[src/rtl/inst_fetcher_pkg.sv]
// Shared widths, opcode constants, IF-stage state encoding and JAL immediate helper.
package inst_fetcher_pkg;

  localparam int unsigned INS_LEN    = 32;
  localparam int unsigned ADDR_LEN   = 32;
  localparam int unsigned OPCODE_MSB = 6;
  localparam int unsigned OPCODE_LSB = 0;

  localparam logic [OPCODE_MSB:OPCODE_LSB] OPCODE_JAL = 7'b1101111;
  localparam logic [INS_LEN-1:0]           ZERO_WORD  = '0;
  localparam logic                         TRUE       = 1'b1;
  localparam logic                         FALSE      = 1'b0;

  typedef enum logic [1:0] {
    StIdle = 2'd0,
    StWait = 2'd1,
    StDrop = 2'd2
  } if_state_e;

  // J-type immediate, sign-extended to a full address offset.
  function automatic logic [ADDR_LEN-1:0] jal_offset(logic [INS_LEN-1:0] inst);
    return {{11{inst[31]}}, inst[31], inst[19:12], inst[20], inst[30:21], 1'b0};
  endfunction

endpackage

[src/rtl/inst_queue.sv]
// Circular FIFO of {pc, inst} pairs feeding the decoder; head reads as zero when empty.
module inst_queue
  import inst_fetcher_pkg::*;
#(
  parameter int unsigned QUEUE_DEPTH = 16
) (
  input  logic                clk,
  input  logic                rst,
  input  logic                push,
  input  logic                pop,
  input  logic                clear,
  input  logic [ADDR_LEN-1:0] push_pc,
  input  logic [INS_LEN-1:0]  push_inst,
  output logic                full,
  output logic                empty,
  output logic [ADDR_LEN-1:0] head_pc,
  output logic [INS_LEN-1:0]  head_inst
);

  localparam int unsigned PtrW = $clog2(QUEUE_DEPTH);
  localparam int unsigned CntW = PtrW + 1;

  logic [PtrW-1:0]     head_q, tail_q;
  logic [CntW-1:0]     count_q;
  logic [ADDR_LEN-1:0] pc_mem   [QUEUE_DEPTH];
  logic [INS_LEN-1:0]  inst_mem [QUEUE_DEPTH];
  logic                do_push, do_pop;

  assign full    = (count_q == CntW'(QUEUE_DEPTH));
  assign empty   = (count_q == '0);
  assign do_push = push && !clear;
  assign do_pop  = pop && !clear && !empty;

  always_ff @(posedge clk) begin
    if (rst) begin
      head_q  <= '0;
      tail_q  <= '0;
      count_q <= '0;
    end else if (clear) begin
      head_q  <= tail_q;
      count_q <= '0;
    end else begin
      if (do_push) tail_q <= tail_q + 1'b1;
      if (do_pop)  head_q <= head_q + 1'b1;
      case ({do_push, do_pop})
        2'b10:   count_q <= count_q + 1'b1;
        2'b01:   count_q <= count_q - 1'b1;
        default: count_q <= count_q;
      endcase
    end
  end

  always_ff @(posedge clk) begin
    if (!rst && do_push) begin
      pc_mem[tail_q]   <= push_pc;
      inst_mem[tail_q] <= push_inst;
    end
  end

  assign head_pc   = empty ? ZERO_WORD : pc_mem[head_q];
  assign head_inst = empty ? ZERO_WORD : inst_mem[head_q];

endmodule

[src/rtl/inst_fetcher.sv]
// IF stage: PC, single-outstanding fetch FSM, flush redirect and instruction queue.
// Define IF_JAL_PREDECODE_EN to redirect the PC on fetched JALs without waiting for a flush.
module inst_fetcher
  import inst_fetcher_pkg::*;
#(
  parameter int unsigned         QUEUE_DEPTH = 16,
  parameter logic [ADDR_LEN-1:0] RESET_PC    = 32'h0
) (
  input  logic                clk,
  input  logic                rst,
  input  logic                rdy,
  output logic                mem_req,
  output logic [ADDR_LEN-1:0] mem_addr,
  input  logic                mem_valid,
  input  logic [INS_LEN-1:0]  mem_inst,
  output logic                if_valid,
  output logic [INS_LEN-1:0]  if_inst,
  output logic [ADDR_LEN-1:0] if_pc,
  input  logic                id_ready,
  input  logic                flush,
  input  logic [ADDR_LEN-1:0] flush_pc
);

`ifdef IF_JAL_PREDECODE_EN
  localparam bit JalEn = 1'b1;
`else
  localparam bit JalEn = 1'b0;
`endif

  if_state_e           state_q, state_d;
  logic [ADDR_LEN-1:0] pc_q, pc_d;
  logic [ADDR_LEN-1:0] req_pc_q, req_pc_d;
  logic [ADDR_LEN-1:0] mem_addr_q, mem_addr_d;
  logic                mem_req_q, mem_req_d;
  logic                q_push, q_pop, q_clear, q_full, q_empty;
  logic                is_jal;
  logic [ADDR_LEN-1:0] next_pc;

  assign is_jal  = (mem_inst[OPCODE_MSB:OPCODE_LSB] == OPCODE_JAL);
  assign next_pc = (JalEn && is_jal) ? req_pc_q + jal_offset(mem_inst) : req_pc_q + 32'd4;

  always_comb begin
    state_d    = state_q;
    pc_d       = pc_q;
    req_pc_d   = req_pc_q;
    mem_req_d  = mem_req_q;
    mem_addr_d = mem_addr_q;
    q_push     = FALSE;
    q_pop      = FALSE;
    q_clear    = FALSE;
    if (rdy) begin
      if (flush) begin
        q_clear = TRUE;
        pc_d    = flush_pc;
        // An in-flight request must still be absorbed, so its reply is tracked in StDrop.
        case (state_q)
          StIdle: state_d = StIdle;
          StWait, StDrop: begin
            if (mem_valid) begin
              state_d   = StIdle;
              mem_req_d = FALSE;
            end else begin
              state_d = StDrop;
            end
          end
          default: state_d = StIdle;
        endcase
      end else begin
        q_pop = !q_empty && id_ready;
        case (state_q)
          StIdle: begin
            if (!q_full) begin
              mem_req_d  = TRUE;
              mem_addr_d = pc_q;
              req_pc_d   = pc_q;
              state_d    = StWait;
            end
          end
          StWait: begin
            if (mem_valid) begin
              mem_req_d = FALSE;
              q_push    = TRUE;
              pc_d      = next_pc;
              state_d   = StIdle;
            end
          end
          StDrop: begin
            if (mem_valid) begin
              mem_req_d = FALSE;
              state_d   = StIdle;
            end
          end
          default: state_d = StIdle;
        endcase
      end
    end
  end

  always_ff @(posedge clk) begin
    if (rst) begin
      state_q    <= StIdle;
      pc_q       <= RESET_PC;
      req_pc_q   <= '0;
      mem_req_q  <= FALSE;
      mem_addr_q <= '0;
    end else if (rdy) begin
      state_q    <= state_d;
      pc_q       <= pc_d;
      req_pc_q   <= req_pc_d;
      mem_req_q  <= mem_req_d;
      mem_addr_q <= mem_addr_d;
    end
  end

  inst_queue #(
    .QUEUE_DEPTH(QUEUE_DEPTH)
  ) u_queue (
    .clk      (clk),
    .rst      (rst),
    .push     (q_push),
    .pop      (q_pop),
    .clear    (q_clear),
    .push_pc  (req_pc_q),
    .push_inst(mem_inst),
    .full     (q_full),
    .empty    (q_empty),
    .head_pc  (if_pc),
    .head_inst(if_inst)
  );

  assign mem_req  = mem_req_q;
  assign mem_addr = mem_addr_q;
  assign if_valid = !q_empty;

endmodule

[config.mk]
export PLATFORM = sky130hd
export DESIGN_NAME = inst_fetcher
export DESIGN_NICKNAME = d
export VERILOG_FILES = /design/src/rtl/inst_fetcher_pkg.sv /design/src/rtl/inst_queue.sv /design/src/rtl/inst_fetcher.sv
export SDC_FILE = /design/constraint.sdc
export NUM_CORES = 1
export LEC_CHECK = 0
export BUFFER_PORTS_ARGS = -buffer_cell sky130_fd_sc_hd__buf_2
export CAP_MARGIN = 20
export CORE_ASPECT_RATIO = 0.75
export CORE_MARGIN = 4
export CORE_UTILIZATION = 30
export CTS_BUF_LIST = sky130_fd_sc_hd__clkbuf_8
export DETAILED_ROUTE_END_ITERATION = 6
export GPL_TIMING_DRIVEN = 1
export PLACE_DENSITY = 0.46
export SLEW_MARGIN = 10
export SYNTH_ARGS = -nofsm -noshare
export SYNTH_HDL_FRONTEND = slang
export SYNTH_SLANG_ARGS = --single-unit
[constraint.sdc]
create_clock -name clk -period 18 [get_ports clk]
set_clock_uncertainty 0.15 [all_clocks]
set_input_delay 0.9 -clock clk [delete_from_list [all_inputs] [get_ports clk]]
set_output_delay 0.9 -clock clk [all_outputs]
set_load 0.05 [all_outputs]
**Word-level counts from Yosys, hierarchy flattened**

Memories as Yosys holds them, arrays and structs flattened. A register that Yosys moved wholly into a read port is not among the register bits.
Index checks and enable logic that the tools add are counted.

- Flip-flop bits (word level): 80
- Latch bits: 0
- Memory bits (writable): 1024
- ROM bits: 0
- Input bits: 70
- Output and inout port bits: 98
- Word-level logic and storage cells: 80
- Memories kept: 2

Memories:

| name | depth | width | rd ports | clocked after memory_dff | write ports | line | RTL |
|---|---|---|---|---|---|---|---|
| u_queue.inst_mem | 16 | 32 | 1 | 1 | 1 | inst_queue.sv:26 | `logic [INS_LEN-1:0] inst_mem [QUEUE_DEPTH];` |
| u_queue.pc_mem | 16 | 32 | 1 | 1 | 1 | inst_queue.sv:25 | `logic [ADDR_LEN-1:0] pc_mem [QUEUE_DEPTH];` |

- $add $sub $neg: 5
- Multiply operators: 0
- Divide/modulo/power cells: 0
- $lt $le $gt $ge: 0
- Eq/ne operators: 8
- Shift-type cells: 0
- Multiplexer cells: 33
- Bitwise gates (word level): 3
- Reductions and logical operators: 22

Operators by type and width:

| operator | count |
|---|---|
| $mux 32 | 5 |
| $add 32x3->32 const B | 1 |
| $mux 4 | 6 |
| $mux 1 | 14 |
| $mux 2 | 5 |
| $pmux 5 s2 | 1 |
| $reduce_bool 2->1 | 5 |
| $add 4x1->4 const B | 2 |
| $reduce_and 4->1 | 2 |
| $reduce_and 3->1 | 2 |
| $add 5x1->5 const B | 1 |
| $eq 5x5->1 const B | 1 |
| $logic_and 1x1->1 | 5 |
| $logic_not 5->1 | 1 |
| $sub 5x1->5 const B | 1 |
| $eq 2x1->1 const B | 2 |
| $eq 2x2->1 const B | 2 |
| $pmux 2 s2 | 1 |
| $reduce_or 2->1 | 2 |
| $logic_not 1->1 | 3 |
| $ne 3x1->1 const B | 1 |
| $ne 3x3->1 const B | 1 |
| $not 1->1 | 3 |
| $logic_not 2->1 | 1 |
| 3 further kinds | 3 |

**Depth between registers and ports, before layout**

- Depth after elaboration: 11
- Depth in mapped cells: 14
- Gate-level depth less buffers: 13

**Modules after synthesis**

From an unflattened synthesis, not the netlist that was laid out.

- Cells, all modules: 2223
- Area total of the unflattened synthesis: 43758.2 um^2

By module, submodules not included:

| module | times used | cells an instance | area each (um^2) | sequential area each (um^2) |
|---|---|---|---|---|
| inst_queue | 1 | 1766 | 40202.3 | 31089.8 |
| inst_fetcher | 1 | 457 | 3555.9 | 1341.3 |

**Worst setup path before layout**

No wires, ideal clock.

- Kind: input to register
- Start: input port rdy
- End: memory u_queue.inst_mem[0][0], enable pin
- Library setup time: 0.565 ns
- Arrival time: 6.004 ns
- Required time: 17.285 ns
- Setup slack: 11.281 ns
- Cell stages on the path: 7
- Path buffers: 1
- Cell sequence: nor2b_1 > and2_1 > buf_4 > inv_2 > nor2_2 > nand2_1 > nor3_1

- Cells in the longest elaborated chain, start to end: 6
- Elaborated cells on any way between the ends: 7
- Classes of those cells: 4 x mux; 3 x reduce/logical

Ends and longest elaborated chain:

| item | line | RTL |
|---|---|---|
| start, declared | inst_fetcher.sv:11 | `input logic rdy,` |
| $mux 1 | inst_fetcher.sv:51 | `if (rdy) begin` |
| $logic_not 1->1 | inst_queue.sv:31 | `assign do_push = push && !clear;` |
| $logic_and 1x1->1 (*) | inst_queue.sv:31 |  |
| $logic_and 1x1->1 (*) | inst_queue.sv:54 | `if (!rst && do_push) begin` |
| $mux 1 (*) | inst_queue.sv:54 |  |
| $mux 1 (not written as such) (*) | inst_queue.sv:56 | `inst_mem[tail_q] <= push_inst;` |
| end, declared | inst_queue.sv:26 |  |

Mark *: on every way between the ends. The rest lies on a longest branch, timed or not.

==> results.sh <==
export IMPL_drt_first_iter_violations=1897
export IMPL_yosys_top_cells_area="edfxtp_1 (72%), mux4_2 (13%), dfxtp_1 (3.9%)"
export IMPL_cp_common_cell="buf_4"
export IMPL_synth_main_ff_cell="edfxtp_1"
export IMPL_synth_area_um2=43000
export IMPL_path_clk_slew_ns=0.06
export IMPL_post_cts_buffers=0
export IMPL_async_reset_ff_frac=0
export IMPL_coreArea_um2=141000
export IMPL_grt_antenna_before_repair=9
export IMPL_hold_buffers=0
export IMPL_pwr_share_seq=0.563
export IMPL_p_int_mw=3.90
export IMPL_drv_slew=0
export IMPL_cts_root_buf="clkbuf_8"
export IMPL_final_antenna_net_count=0
export IMPL_place_congestion=0.729
export IMPL_syn2layout_area_growth_pct=14.7
export IMPL_dieArea_um2=149000
export IMPL_status="completed"
export IMPL_power_frac_clock=0.401
export IMPL_num_vias=21652
export IMPL_viasPerCell=4.94
export IMPL_die_w_um=445
export IMPL_drive_gt1_frac=0.287
export IMPL_die_y_um=336
export IMPL_fin_crit_ns=6.71
export IMPL_hold_viol=0
export IMPL_ys_ff_latch=1108
export IMPL_synth_top_area_cell="edfxtp_1"
export IMPL_syn_nets=2162
export IMPL_clk_latency_ns=0.85
export IMPL_final_util=0.349
export IMPL_rsz0062_at_grt="no"
export IMPL_grt_usage=0.152
export IMPL_fin_tns_setup_ns=0
export IMPL_critical_path_max_fanout=46
export IMPL_hold_path_depth=3
export IMPL_max_slew_margin_rel=0.255
export IMPL_initial_core_util=0.304
export IMPL_clk_path_buf_depth=3
export IMPL_slowest_delay_ns=0.98
export IMPL_critPathRequiredTime_ns=16.95
export IMPL_drc=0
export IMPL_grt_max_degree=90
export IMPL_hp_start="flush_pc[2]"
export IMPL_cts_resized_gates=0
export IMPL_rows=119
export IMPL_dr_pass1_iters=5
export IMPL_cts_sinks=1108
export IMPL_max_freq_mhz=149
export IMPL_p_comb_frac=0.036
export IMPL_crit_slowest_cell="dfxtp_4"
export IMPL_synth_top_area_share=0.716
export IMPL_setup_viol=0
export IMPL_start_kind="flip-flop"
export IMPL_avgSynthCellArea_um2=20.7
export IMPL_path_cells="buf_4 > buf_16 > buf_4 > buf_4 > mux4_2 > mux2i_1 > o22ai_1 > buf_2"
export IMPL_grt_pass1_vias=23124
export IMPL_synth_distinct_cells=51
export IMPL_hp_class="in2reg"
export IMPL_drv_cap=0
export IMPL_io_buffer_count=167
export IMPL_crit_type="reg2out"
export IMPL_ff2ff_path_depth=9
export IMPL_yosysSeqAreaShare=0.755
export IMPL_routedWlPerCell_um=26.0
export IMPL_ir_worst_vdd_uv=40.7
export IMPL_grt_pass1_wl_um=164000
export IMPL_p_leak_nw=14.9
export IMPL_p_sw_mw=1.13
export IMPL_timing_rr_start="state_q[0]"
export IMPL_cts_made_buffers=180
export IMPL_syn_inst=2078
export IMPL_synth_edff_count=1024
export IMPL_htree_levels=4
export IMPL_grt_ovfl_total=0
export IMPL_timing_final_crit_share=0.373
export IMPL_nets=2444
export IMPL_io_pins=168
export IMPL_routed_wl_um=114000
export IMPL_ys_warn_count=0
export IMPL_dp_hpwl_um=59000
export IMPL_switching_share=0.224
export IMPL_arrival_ns=5.66
export IMPL_endpoint_kind="output pin"
export IMPL_cts_tree="done"
export IMPL_num_fill_cells=13119
export IMPL_worstMarginPinSlew_ns=1.12
export IMPL_power_density_nw_per_um2=102
-- cells in the mapped netlist, types with 2 or more instances --
| cell type | number |
|---|---|
| a211oi_1 | 14 |
| a21oi_1 | 62 |
| a311oi_1 | 3 |
| and2_1 | 4 |
| and3_1 | 19 |
| buf_1 | 14 |
| buf_2 | 52 |
| buf_4 | 6 |
| buf_6 | 27 |
| clkbuf_1 | 18 |
| dfxtp_1 | 84 |
| edfxtp_1 | 1024 |
| ha_1 | 13 |
| inv_1 | 12 |
| inv_2 | 2 |
| mux2i_1 | 132 |
| mux4_2 | 256 |
| nand2_1 | 93 |
| nand2b_1 | 8 |
| nand3_1 | 13 |
| nand4_1 | 14 |
| nand4_2 | 2 |
| nor2_1 | 36 |
| nor2b_1 | 3 |
| nor3_1 | 8 |
| o211ai_1 | 4 |
| o21a_1 | 2 |
| o21ai_0 | 12 |
| o21ai_1 | 2 |
| o22ai_1 | 78 |
| or3_1 | 9 |
| xnor2_1 | 8 |
| xor2_1 | 26 |
-- sequential cells by signal, indices dropped and copies added (netlist names), named ones only --
register and flops:
u_queue.pc_mem 512, u_queue.head_q 4, state_q 2, pc_q 32, u_queue.tail_q 4, u_queue.inst_mem 512, mem_addr 32, u_queue.count_q 5
mem_req 1
-- path summary, 6_finish.rpt --
path | endpoint | slack [ns]
min reg2reg | mem_addr[28] | 0.30
max | if_inst[29] | 11.29
min | pc_q[2] | 0.19
max reg2reg | u_queue.pc_mem[15][13] | 13.48
-- cells in the final DEF, fill, tap and decap left out, drive strengths merged, types with 7 or more instances in the layout --
cell    netlist  final
dfxtp        84     84
nand3        14     14
ha           13     13
nor2         38     38
nand2b        8      8
nor3          9      9
and3         19     19
buf          99    217
nand2        93     93
a211oi       15     15
nand4        16     16
mux2i       132    132
o21ai        14     14
mux4        256    256
edfxtp     1024   1024
o22ai        78     78
xnor2         8      8
inv          14     79
a21oi        63     63
clkbuf       18    182
clkinv        0     66
xor2         26     26
diode         0      7
or3           9      9
-- metal layers --
metal  track usage  vias to the layer above  routed length, um  share of wire
met1         0.210                    11640              51700           0.45
met4        0.0440                        0               2270          0.020
met5             0                        -                  0              0
met2         0.245                      639              53800           0.47
met3        0.0305                      180               6080          0.053
li1              -                     9193                  -              -
-- worst max-delay path: cells and delay by family (launching register included) --
family	cells	cell delay (ns)
buffers and inverters	5	2.63
DFF	1	0.98
muxes	2	0.83
AOI/OAI and AO/OA	1	0.14
-- kinds of logic after synthesis --
kind of cell | after synthesis | share of synthesized area
and+or+nand+nor | 219 | 0.0249
AOI/OAI and AO/OA | 184 | 0.0259
buffers and inverters | 131 | 0.0182
xor gates and xnor gates | 34 | 0.00693
DFF | 1108 | 0.755
adders and majority gates | 14 | 0.00425
muxes | 388 | 0.165
-- power groups by stage --
| stage | combinational [mW] | sequential, mW | clock, mW |
|---|---|---|---|
| floorplan | 0.137 | 2.87 | 0 |
| global placement | 0.181 | 2.88 | 0 |
| detailed placement | 0.185 | 2.88 | 0 |
| CTS | 0.185 | 2.83 | 2.10 |
| global route | 0.200 | 2.83 | 2.22 |
| finish | 0.183 | 2.83 | 2.01 |
-- stage by stage --
stage / power, mW / setup slack [ns] / hold slack (ns) / cells / area [um2]
final: 5.03 / 11.29 / 0.194 / 4383 / 49300
after global routing: 5.24 / 10.60 / 0.124 / 4378 / 49300
after CTS: 5.11 / 10.58 / 0.0577 / 4374 / 49200
after detailed placement: 3.07 / 11.54 / 0.293 / 4051 / 46000
after global placement: 3.06 / 11.57 / 0.289 / 4049 / 45900
after floorplan: 3.01 / 11.28 / 0.279 / 2078 / 43000
-- layout make-up --
class                      count  area (um2)  area share
clock inverter               141         742      0.0151
sequential                  1108       32400       0.658
inverter                      14        52.6     0.00107
clock buffer                 182        2500      0.0508
antenna                        7        17.5    0.000355
tap                         1875        2350      0.0476
multi-input combinational    839        9880       0.200
timing repair buffer         217        1300      0.0263
Power figures use the tool's default switching activity.
